## src/rtl/circuit_evaluator.sv

```systemverilog
`default_nettype none
// ============================================================================
// circuit_evaluator: sweeps all input vectors through the evolved array, waits
// SETTLE cycles on each vector, then scores the outputs against a target ROM.
// Revision: 1.0
// ============================================================================
module circuit_evaluator #(
  parameter int N_IN   = 5,
  parameter int N_OUT  = 2,
  parameter int SETTLE = 4,
  parameter int FIT_W  = 7
) (
  input  logic             clk,
  input  logic             rst,
  input  logic             start,
  input  logic             abort,
  output logic             busy,
  output logic             done,
  output logic [N_IN-1:0]  circ_in,
  input  logic [N_OUT-1:0] circ_out,
  output logic [N_IN-1:0]  exp_addr,
  input  logic [N_OUT-1:0] exp_data,
  output logic [FIT_W-1:0] fitness
);

  typedef enum logic [1:0] {
    S_IDLE   = 2'd0,
    S_APPLY  = 2'd1,
    S_SAMPLE = 2'd2,
    S_DONE   = 2'd3
  } state_t;

  localparam logic [N_IN-1:0] VEC_LAST = {N_IN{1'b1}};
  localparam logic [7:0]      CNT_LOAD = 8'(SETTLE - 1);

  state_t           state_q, state_d;
  logic [N_IN-1:0]  vec_q, vec_d;
  logic [7:0]       cnt_q, cnt_d;
  logic [FIT_W-1:0] acc_q, acc_d;
  logic [FIT_W-1:0] fitness_q, fitness_d;
  logic             busy_q, busy_d;
  logic             done_q, done_d;

  logic [N_OUT-1:0] match;
  logic [FIT_W-1:0] match_cnt;
  logic [FIT_W-1:0] acc_sum;

  always_comb begin
    match     = ~(circ_out ^ exp_data);
    match_cnt = '0;
    for (int i = 0; i < N_OUT; i++) begin
      match_cnt = match_cnt + FIT_W'(match[i]);
    end
    acc_sum = acc_q + match_cnt;
  end

  always_comb begin
    state_d   = state_q;
    vec_d     = vec_q;
    cnt_d     = cnt_q;
    acc_d     = acc_q;
    fitness_d = fitness_q;
    case (state_q)
      S_IDLE: begin
        if (start) begin
          vec_d   = '0;
          acc_d   = '0;
          cnt_d   = CNT_LOAD;
          state_d = S_APPLY;
        end
      end
      S_APPLY: begin
        if (abort) begin
          vec_d   = '0;
          state_d = S_IDLE;
        end else if (cnt_q == 8'd0) begin
          state_d = S_SAMPLE;
        end else begin
          cnt_d = cnt_q - 8'd1;
        end
      end
      S_SAMPLE: begin
        // abort outranks both accumulation and completion
        if (abort) begin
          vec_d   = '0;
          state_d = S_IDLE;
        end else begin
          acc_d = acc_sum;
          if (vec_q == VEC_LAST) begin
            fitness_d = acc_sum;
            vec_d     = '0;
            state_d   = S_DONE;
          end else begin
            vec_d   = vec_q + N_IN'(1);
            cnt_d   = CNT_LOAD;
            state_d = S_APPLY;
          end
        end
      end
      S_DONE: begin
        state_d = S_IDLE;
      end
      default: begin
        state_d = S_IDLE;
      end
    endcase
    busy_d = (state_d == S_APPLY) || (state_d == S_SAMPLE);
    done_d = (state_d == S_DONE);
  end

  always_ff @(posedge clk or posedge rst) begin
    if (rst) begin
      state_q   <= S_IDLE;
      vec_q     <= '0;
      cnt_q     <= '0;
      acc_q     <= '0;
      fitness_q <= '0;
      busy_q    <= 1'b0;
      done_q    <= 1'b0;
    end else begin
      state_q   <= state_d;
      vec_q     <= vec_d;
      cnt_q     <= cnt_d;
      acc_q     <= acc_d;
      fitness_q <= fitness_d;
      busy_q    <= busy_d;
      done_q    <= done_d;
    end
  end

  assign circ_in  = vec_q;
  assign exp_addr = vec_q;
  assign busy     = busy_q;
  assign done     = done_q;
  assign fitness  = fitness_q;

endmodule
`default_nettype wire

```

## config.mk

```make
export PLATFORM = sky130hd
export DESIGN_NAME = circuit_evaluator
export DESIGN_NICKNAME = d
export VERILOG_FILES = /design/src/rtl/circuit_evaluator.sv
export SDC_FILE = /design/constraint.sdc
export NUM_CORES = 1
export LEC_CHECK = 0
export CAP_MARGIN = 20
export CORE_UTILIZATION = 53
export DETAILED_ROUTE_END_ITERATION = 8
export HOLD_SLACK_MARGIN = 0.12
export PLACE_DENSITY = 0.84
export SYNTH_ARGS = -nofsm -noshare
export SYNTH_HDL_FRONTEND = slang
export SYNTH_SLANG_ARGS = --single-unit
export TNS_END_PERCENT = 30
```

## constraint.sdc

```tcl
create_clock -name clk -period 2.3 [get_ports clk]
set_input_delay 0.46 -clock clk [delete_from_list [all_inputs] [get_ports clk]]
set_output_delay 0.46 -clock clk [all_outputs]
set_load 0.01 [all_outputs]
```

==> summary.md, run 1 <==
| Metric | Value |
|---|---|
| Delay-heaviest family, CP | simple AND/OR/NAND/NOR gates |
| Synth area leaders | dfrtp_1 46%, ha_1 4.5%, a22o_1 4.2%, o21ai_1 3.3%, buf_4 3.1% |
| Post-Synth Simple-Gate Area | about 17% |
| Die area | about 3400 µm² |
| Mapped Cells | ~160 |
| Cell row count | 20 |
| Overflow after GRT | 0 |
| Critical path type | reg2reg |
| Syn nets | 170 |
| Leakage | between 0.9 and 1 nW |
| Cell Area, Synth | ~1700 µm² |
| Critical path buffers and inverters | 0 |
| Final core utilization | about two thirds |
| Count leader, synth | dfrtp_1 |
| Post-Synth XOR/XNOR Area | under 10% |
| IO Port Bufs | 26 |
| Initial Util | around 55% |
| Post-synth top cells | 31 x dfrtp_1, 11 x nor2_1, 11 x o21ai_1 |
| Max cap viols | 0 |
| Fin crit share | roughly 95% |
| CP peak stage delay | approximately 0.45 ns |
| First-pass GRT wire length | roughly 5600 µm |
| Req. time, crit path | 2.52 ns |
| Placed cells | 222 |
| Crit-path slowest cell | dfrtp_1 |
| Kind of end point of the critical path | flip-flop |
| CTS root buffer | clkbuf_4 |
| Startpoint Class | flip-flop |
| Unrepaired setup endpoints after global routing | false |
| Flop2flop setup slack | 0.11 ns |
| CP Depth | 7 |
| Setup TNS | 0 ns |
| Antenna violations before repair | 0 |
| Antenna Cells | 0 |
| Async SR Flop Fraction | 100% |
| TritonCTS clock tree | done |
| Routed wire per std cell | 14.3 µm |
| Adder-cell share of the synthesized area | 5.67% |
| Mean Syn Cell Area | 10.8 µm² |
| Fin. max-slew vios | 0 |
| Post-CTS setup repair buffer count | 0 |
| Worst-path clk slew | approximately 0.090 ns |
| Sequential-to-total area share from yosys stat | a little under half |
| Main combinational cell family by area after synthesis | simple AND/OR/NAND/NOR gates |
| Reg-to-reg startpoint | circ_in[0]$_DFFE_PP0P_ |
| Syn-to-layout area delta | 21.6% |
| Post-route clock skew | 0.00598 ns |
| Die H | ~58 µm |
| Crit Path Max Fanout | 6 |
| 1st-pass router iterations | 4 |
| GP Congestion | slightly below 0.8 |
| Slew at the pin closest to its max-slew limit | 0.383 ns |
| Synth Area in Compound Gates | between 15 and 20% |
| CTS Buffer Depth | 2 |
| Post-cts resize count | 0 |
| Unique masters post-synth | just over 40 |
| Hold_ws | 0.495 ns |
| Mux cell area share after synthesis | under 10% |
| Hold Buf Count CTS | 0 |
| Max transition margin | between 70% and 80% |
| R2R cell count | 7 |
| Post-DRT Antenna Nets | 0 |
| Iter 0 DRT Violations | 42 |
| # H-tree levels | 2 |
| Post-Layout Cell Count | 230 |
| GRT Total Usage | 21.9% |
| Vias | about 1300 |
| Nets@finish | 200 |
| Max VDD drop | about 0.47 mV |
| Final Hold Fails | 0 |
| Post-DP HPWL | 2390 µm |
| Die W | 58.3 µm |
| Core area | a little over 3000 µm² |
| Worst-skew pair later-pin latency | approximately 0.34 ns |
| Hold Path Class | in2async |
| EDFF count, synth | 0 |
| Synth warn | 0 |
| Vias per cell | about 5.5 |
| Top cell type's share of synthesized area | a little under half |
| Post-Route WL | roughly 3300 µm |
| Most used cell, CP | ha_1 |
| Share of layout cells above drive strength 1 | between 10% and 20% |
| Pwr Density | approximately 770 nW/µm² |
| Flops & latches, synth | 31 |
| Final min period | 2.19 ns |
| Pin count of the biggest net entering global routing | 32 |
| Num CTS Buffers | 5 |
| Crit path DAT | 2.41 ns |
| I/O Pins | 27 |
| Clock sink count | 31 |
| Yosys top cell by area | dfrtp_1 |
| Remaining DRCs | 0 |
| Status | complete, no violations |
| Synth Flop Type | dfrtp_1 |
| Fmax | ~0.46 GHz |
| Vias in the first global route | ~1300 |
| Setup crit start | circ_in[0]$_DFFE_PP0P_ |
| Finish-stage setup viols | 0 |
| Worst-path cell chain | ha_1 -> and3_1 -> ha_1 -> nor4b_2 -> a211oi_2 -> nand2b_4 -> a221o_1 |
==> registers in the layout, summed over array words and instances, names as in the netlist <==
name,flops
state_q,2
cnt_q,8
circ_in,5
fitness,7
busy,1
done,1
acc_q,7
==> final timing paths <==
kind                                     endpoint
max in group asynchronous    cnt_q[0]$_DFFE_PP0P_
min                          acc_q[4]$_DFFE_PP0P_
max reg2reg                  cnt_q[4]$_DFFE_PP0P_
max                          cnt_q[4]$_DFFE_PP0P_
min in group clk           fitness[0]$_DFFE_PP0P_
min reg2reg                fitness[0]$_DFFE_PP0P_
==> final cells by class <==
type	instances	area, µm²
flip-flops and latches	31	776
fillers	236	987
multi-input cells	110	813
clock buffers	8	68.8
inverters	4	15.0
repair buffers	33	313
well taps	44	55.1
==> report_power, final <==
part	internal, mW	leakage [nW]	switching, mW	total (mW)
Sequential	0.616	0.421	0.106	0.721
Clock	0.180	0.0386	0.185	0.365
Combinational	0.239	0.475	0.254	0.493
Total	1.03	0.934	0.544	1.58
==> layer usage <==
layer	wire, µm	vias up	GRT usage, %	share of wire (%)
li1	-	606	-	-
met1	1420	611	22.9	43
met3	111	9	4.91	3.4
met2	1680	29	39.4	51
met5	0	-	0	0
met4	83	0	13.9	2.5
==> worst reg2reg max path, stage by stage (launching register included) <==
cell,delay (ns)
dfrtp_1,0.45
ha_1,0.26
and3_1,0.19
ha_1,0.22
nor4b_2,0.36
a211oi_2,0.08
nand2b_4,0.17
a221o_1,0.35
==> placed cells by master, fill, tap and decap left out, drive strengths merged, types with 2 or more instances in the layout <==
cell | Yosys | routed
buf | 10 | 7
nand2 | 10 | 10
clkbuf | 0 | 8
nor2 | 11 | 11
nor3 | 3 | 3
nand3 | 4 | 4
nor3b | 3 | 3
o31ai | 2 | 2
a31oi | 3 | 3
o21ai | 12 | 12
clkdlybuf4s50 | 0 | 26
xor2 | 6 | 6
nand2b | 5 | 5
xnor2 | 5 | 5
or3b | 2 | 2
a22o | 8 | 8
dfrtp | 31 | 31
o21a | 2 | 2
a21oi | 7 | 7
mux2 | 4 | 4
nand4 | 2 | 2
and3 | 3 | 3
ha | 6 | 6
inv | 4 | 4
==> through the flow <==
step	setup slack (ns)	instance area, µm²	power (mW)
final	0.112	2040	1.58
after global routing	0.00424	2040	1.65
after global placement	0.0704	1970	1.19
after CTS	0.100	2040	1.59
after floorplan	0.160	1680	1.09
after detailed placement	-0.0343	1970	1.22
==> logic make-up (layout without fill, tap and decap cells) <==
kind of cell             count (synthesis)  after routing
AND/OR/NAND/NOR                         48             48
AO/OA/AOI/OAI                           39             39
flip-flops                              31             31
buffers and inverters                   14             45
XOR/XNOR                                11             11
adder cells (fa/ha/maj)                  7              7
multiplexers                             5              5
(Power assumes the default switching activity.)
==> inputs of run 2 (changes only) <==
Settings changed: ABC_CLOCK_PERIOD_IN_PS from default to 2300, CORE_UTILIZATION 53 to 45, GPL_TIMING_DRIVEN from default to 0, PLACE_DENSITY 0.84 to 0.74.
==> run 2 against run 1 <==
Against the previous run:
- count of clock-buffer cells in the layout down 2
- flip-flop and latch count unchanged
- hold slack worse by 0.087 ns
- power rose by 4.8%
- clock skew increased by 0.0020 ns
- sequential power decreased by 2%
- clock power up 15%
- global-route usage fell by 3.4 points
- critical path depth did not move
- utilization is 5.6 points lower
- sequential share of layout area down 1.5 points
- critical path type unchanged
==> summary.md, run 2 (synthesis gave the netlist of run 1 again) <==
| Metric | Value |
|---|---|
| Pwr Density | 778 nW/µm² (was 774 nW/µm²) |
| IO Port Bufs | 25 (was 26) |
| First-pass GRT wire length | 5490 µm (was 5560 µm) |
| Fin. max-slew vios | 0 (unchanged) |
| Crit Path Max Fanout | 6 (unchanged) |
| Max cap viols | 0 (unchanged) |
| Critical path type | reg2reg (unchanged) |
| P_sw | 0.550 mW (was 0.544 mW) |
| Num CTS Buffers | 5 (unchanged) |
| Remaining DRCs | 0 (unchanged) |
| Critical Path Sink | cnt_q[4]$_DFFE_PP0P_ (unchanged) |
| Startpoint Class | flip-flop (unchanged) |
| CTS Buffer Depth | 2 (unchanged) |
| Pint | 1.10 mW (was 1.03 mW) |
| Die W | 63.1 µm (was 58.3 µm) |
| Max transition margin | 54.8% (was 74.3%) |
| Setup crit start | circ_in[0]$_DFFE_PP0P_ (unchanged) |
| Share of layout cells above drive strength 1 | 14.8% (was 11.8%) |
| Kind of end point of the critical path | flip-flop (unchanged) |
| Flop2flop setup slack | 0.12 ns (was 0.11 ns) |
| RR Endpoint | cnt_q[4]$_DFFE_PP0P_ (unchanged) |
| Hold Path Class | in2reg (was in2async) |
| Req. time, crit path | 2.47 ns (was 2.52 ns) |
| Reg power frac | 42.6% (was 45.7%) |
| Critical path buffers and inverters | 0 (unchanged) |
| Setup TNS | 0 ns (unchanged) |
| Vias | 1248 (was 1255) |
| GP Congestion | 0.845 (was 0.788) |
| Iter 0 DRT Violations | 49 (was 42) |
| Syn-to-layout area delta | 26.8% (was 21.6%) |
| Die area | 3980 µm² (was 3390 µm²) |
| Max VDD drop | 0.479 mV (was 0.475 mV) |
| GRT Total Usage | 18.5% (was 21.9%) |
| Overflow after GRT | 0 (unchanged) |
| Finish-stage setup viols | 0 (unchanged) |
| Top reg by flops | cnt_q (unchanged) |
| CTS root buffer | clkbuf_8 (was clkbuf_4) |
| Switching portion of total power | 33.3% (was 34.5%) |
| Place WS | -0.0764 ns (was -0.0343 ns) |
| Worst-path clk slew | 0.06 ns (was 0.09 ns) |
| Delay-heaviest family, CP | simple AND/OR/NAND/NOR gates (unchanged) |
| TritonCTS clock tree | done (unchanged) |
| Hold Buf Count CTS | 0 (unchanged) |
| Core area | 3440 µm² (was 3030 µm²) |
| CP Depth | 7 (unchanged) |
| Fin crit share | 94.9% (was 95.1%) |
| Antenna violations before repair | 0 (unchanged) |
| Overall Power | 1.65 mW (was 1.58 mW) |
| Clock sink count | 31 (unchanged) |
| Status | complete, no violations (unchanged) |
| Post-DRT Antenna Nets | 0 (unchanged) |
| Fmax | 0.458 GHz (was 0.457 GHz) |
| Unrepaired setup endpoints after global routing | false (unchanged) |
| Leakage | 0.971 nW (was 0.934 nW) |
| Slew at the pin closest to its max-slew limit | 0.677 ns (was 0.383 ns) |
| Worst setup margin | 0.118 ns (was 0.112 ns) |
| Die H | 63.1 µm (was 58.3 µm) |
| Routed wire per std cell | 14.0 µm (was 14.3 µm) |
| Commonest non-fill, non-tap cell in the layout | dfrtp_1 (unchanged) |
| Pin count of the biggest net entering global routing | 17 (was 32) |
| R2R cell count | 7 (unchanged) |
| CP peak stage delay | 0.44 ns (was 0.45 ns) |
| # H-tree levels | 2 (unchanged) |
| Vias in the first global route | 1220 (was 1312) |
| Cell row count | 21 (was 20) |
| Clock power share | 25.3% (was 23.1%) |
| I/O Pins | 27 (unchanged) |
| Reg-to-reg startpoint | circ_in[0]$_DFFE_PP0P_ (unchanged) |
| Worst-skew pair later-pin latency | 0.28 ns (was 0.34 ns) |
| Nets@finish | 204 (was 200) |
| Max reg flops | 8 (unchanged) |
| Vias per cell | 5.31 (was 5.46) |
| Worst-path cell chain | ha_1 -> and3_1 -> ha_2 -> nor4b_4 -> a211oi_4 -> nand2b_4 -> a221o_1 (was ha_1 -> and3_1 -> ha_1 -> nor4b_2 -> a211oi_2 -> nand2b_4 -> a221o_1) |
| Logic gate share of total power | 32.1% (was 31.2%) |
| Post-DP HPWL | 2520 µm (was 2390 µm) |
| Antenna Cells | 0 (unchanged) |
| Most frequent cells in the layout | 31 x dfrtp_1, 25 x clkdlybuf4s50_1, 11 x nor2_1, 11 x o21ai_1, 10 x nand2_1 (was 31 x dfrtp_1, 26 x clkdlybuf4s50_1, 11 x nor2_1, 11 x o21ai_1, 10 x nand2_1) |
| Final min period | 2.18 ns (was 2.19 ns) |
| Post-route clock skew | 0.00797 ns (was 0.00598 ns) |
| Initial Util | 48.7% (was 55.4%) |
| Post-Route WL | 3290 µm (was 3300 µm) |
| Crit-path slowest cell | dfrtp_1 (unchanged) |
| # fillers | 274 (was 236) |
| Crit path DAT | 2.35 ns (was 2.41 ns) |
| 1st-pass router iterations | 4 (unchanged) |
| Final Hold Fails | 0 (unchanged) |
==> run 2: cell count changes in the layout (fill, tap and decap cells not counted), sizes merged <==
cell,change
clkdlybuf4s50,-1
clkbuf,-2
buf,+5
clkinv,+1
==> run 2: timing repair <==
action                                  4_1_cts  5_1_grt
gates resized for setup                       1        2
endpoints found under the setup margin        2        2
buffers inserted                              0        1
pin swaps                                     0        1
==> run 2: area by class of cell <==
cell class / instances / area (µm²) / share of cell area (%)
buffer: 10 / 73.8 / 3.47
clock buffer: 6 / 82.6 / 3.88
clock inverter: 1 / 5.00 / 0.235
inverter: 4 / 15.0 / 0.706
multi-input combinational: 110 / 832 / 39.1
sequential: 31 / 776 / 36.5
tap: 46 / 57.6 / 2.71
timing repair buffer: 27 / 285 / 13.4
==> run 2: worst min path at each step <==
stage | startpoint | to | depth (start not counted)
6_report | abort | state_q[1]$_DFF_PP0_ | 2
4_1_cts | abort | state_q[1]$_DFF_PP0_ | 2
5_1_grt | abort | state_q[1]$_DFF_PP0_ | 2
2_1_floorplan | acc_q[6]$_DFFE_PP0P_ | acc_q[6]$_DFFE_PP0P_ | 1
3_3_place_gp | fitness[0]$_DFFE_PP0P_ | fitness[0]$_DFFE_PP0P_ | 1
3_5_place_dp | fitness[1]$_DFFE_PP0P_ | fitness[1]$_DFFE_PP0P_ | 1
==> run 2: routing by layer <==
layer | GRT usage, % | share of wire (%)
met1 | 20.9 | 44
met2 | 30.0 | 50
met3 | 7.07 | 3.3
met4 | 10.2 | 2.7
met5 | 0 | 0
==> run 2: per-stage QoR <==
stage | cell area, µm² | instances | utilization, % | hold WS, ns
2_1_floorplan | 1680 | 155 | - | 0.469
3_3_place_gp | 1990 | 226 | 57.7 | 0.469
3_5_place_dp | 2010 | 227 | 58.5 | 0.493
4_1_cts | 2110 | 234 | 61.3 | 0.407
5_1_grt | 2130 | 235 | 61.8 | 0.412
6_report | 2130 | 235 | 61.8 | 0.408
==> run 2: power groups by stage <==
| stage | Combinational, mW | Clock (mW) | Sequential [mW] |
|---|---|---|---|
| global route | 0.582 | 0.456 | 0.714 |
| CTS | 0.521 | 0.432 | 0.702 |
| global placement | 0.487 | 0 | 0.703 |
| floorplan | 0.396 | 0 | 0.698 |
| finish | 0.530 | 0.419 | 0.705 |
| detailed placement | 0.513 | 0 | 0.709 |
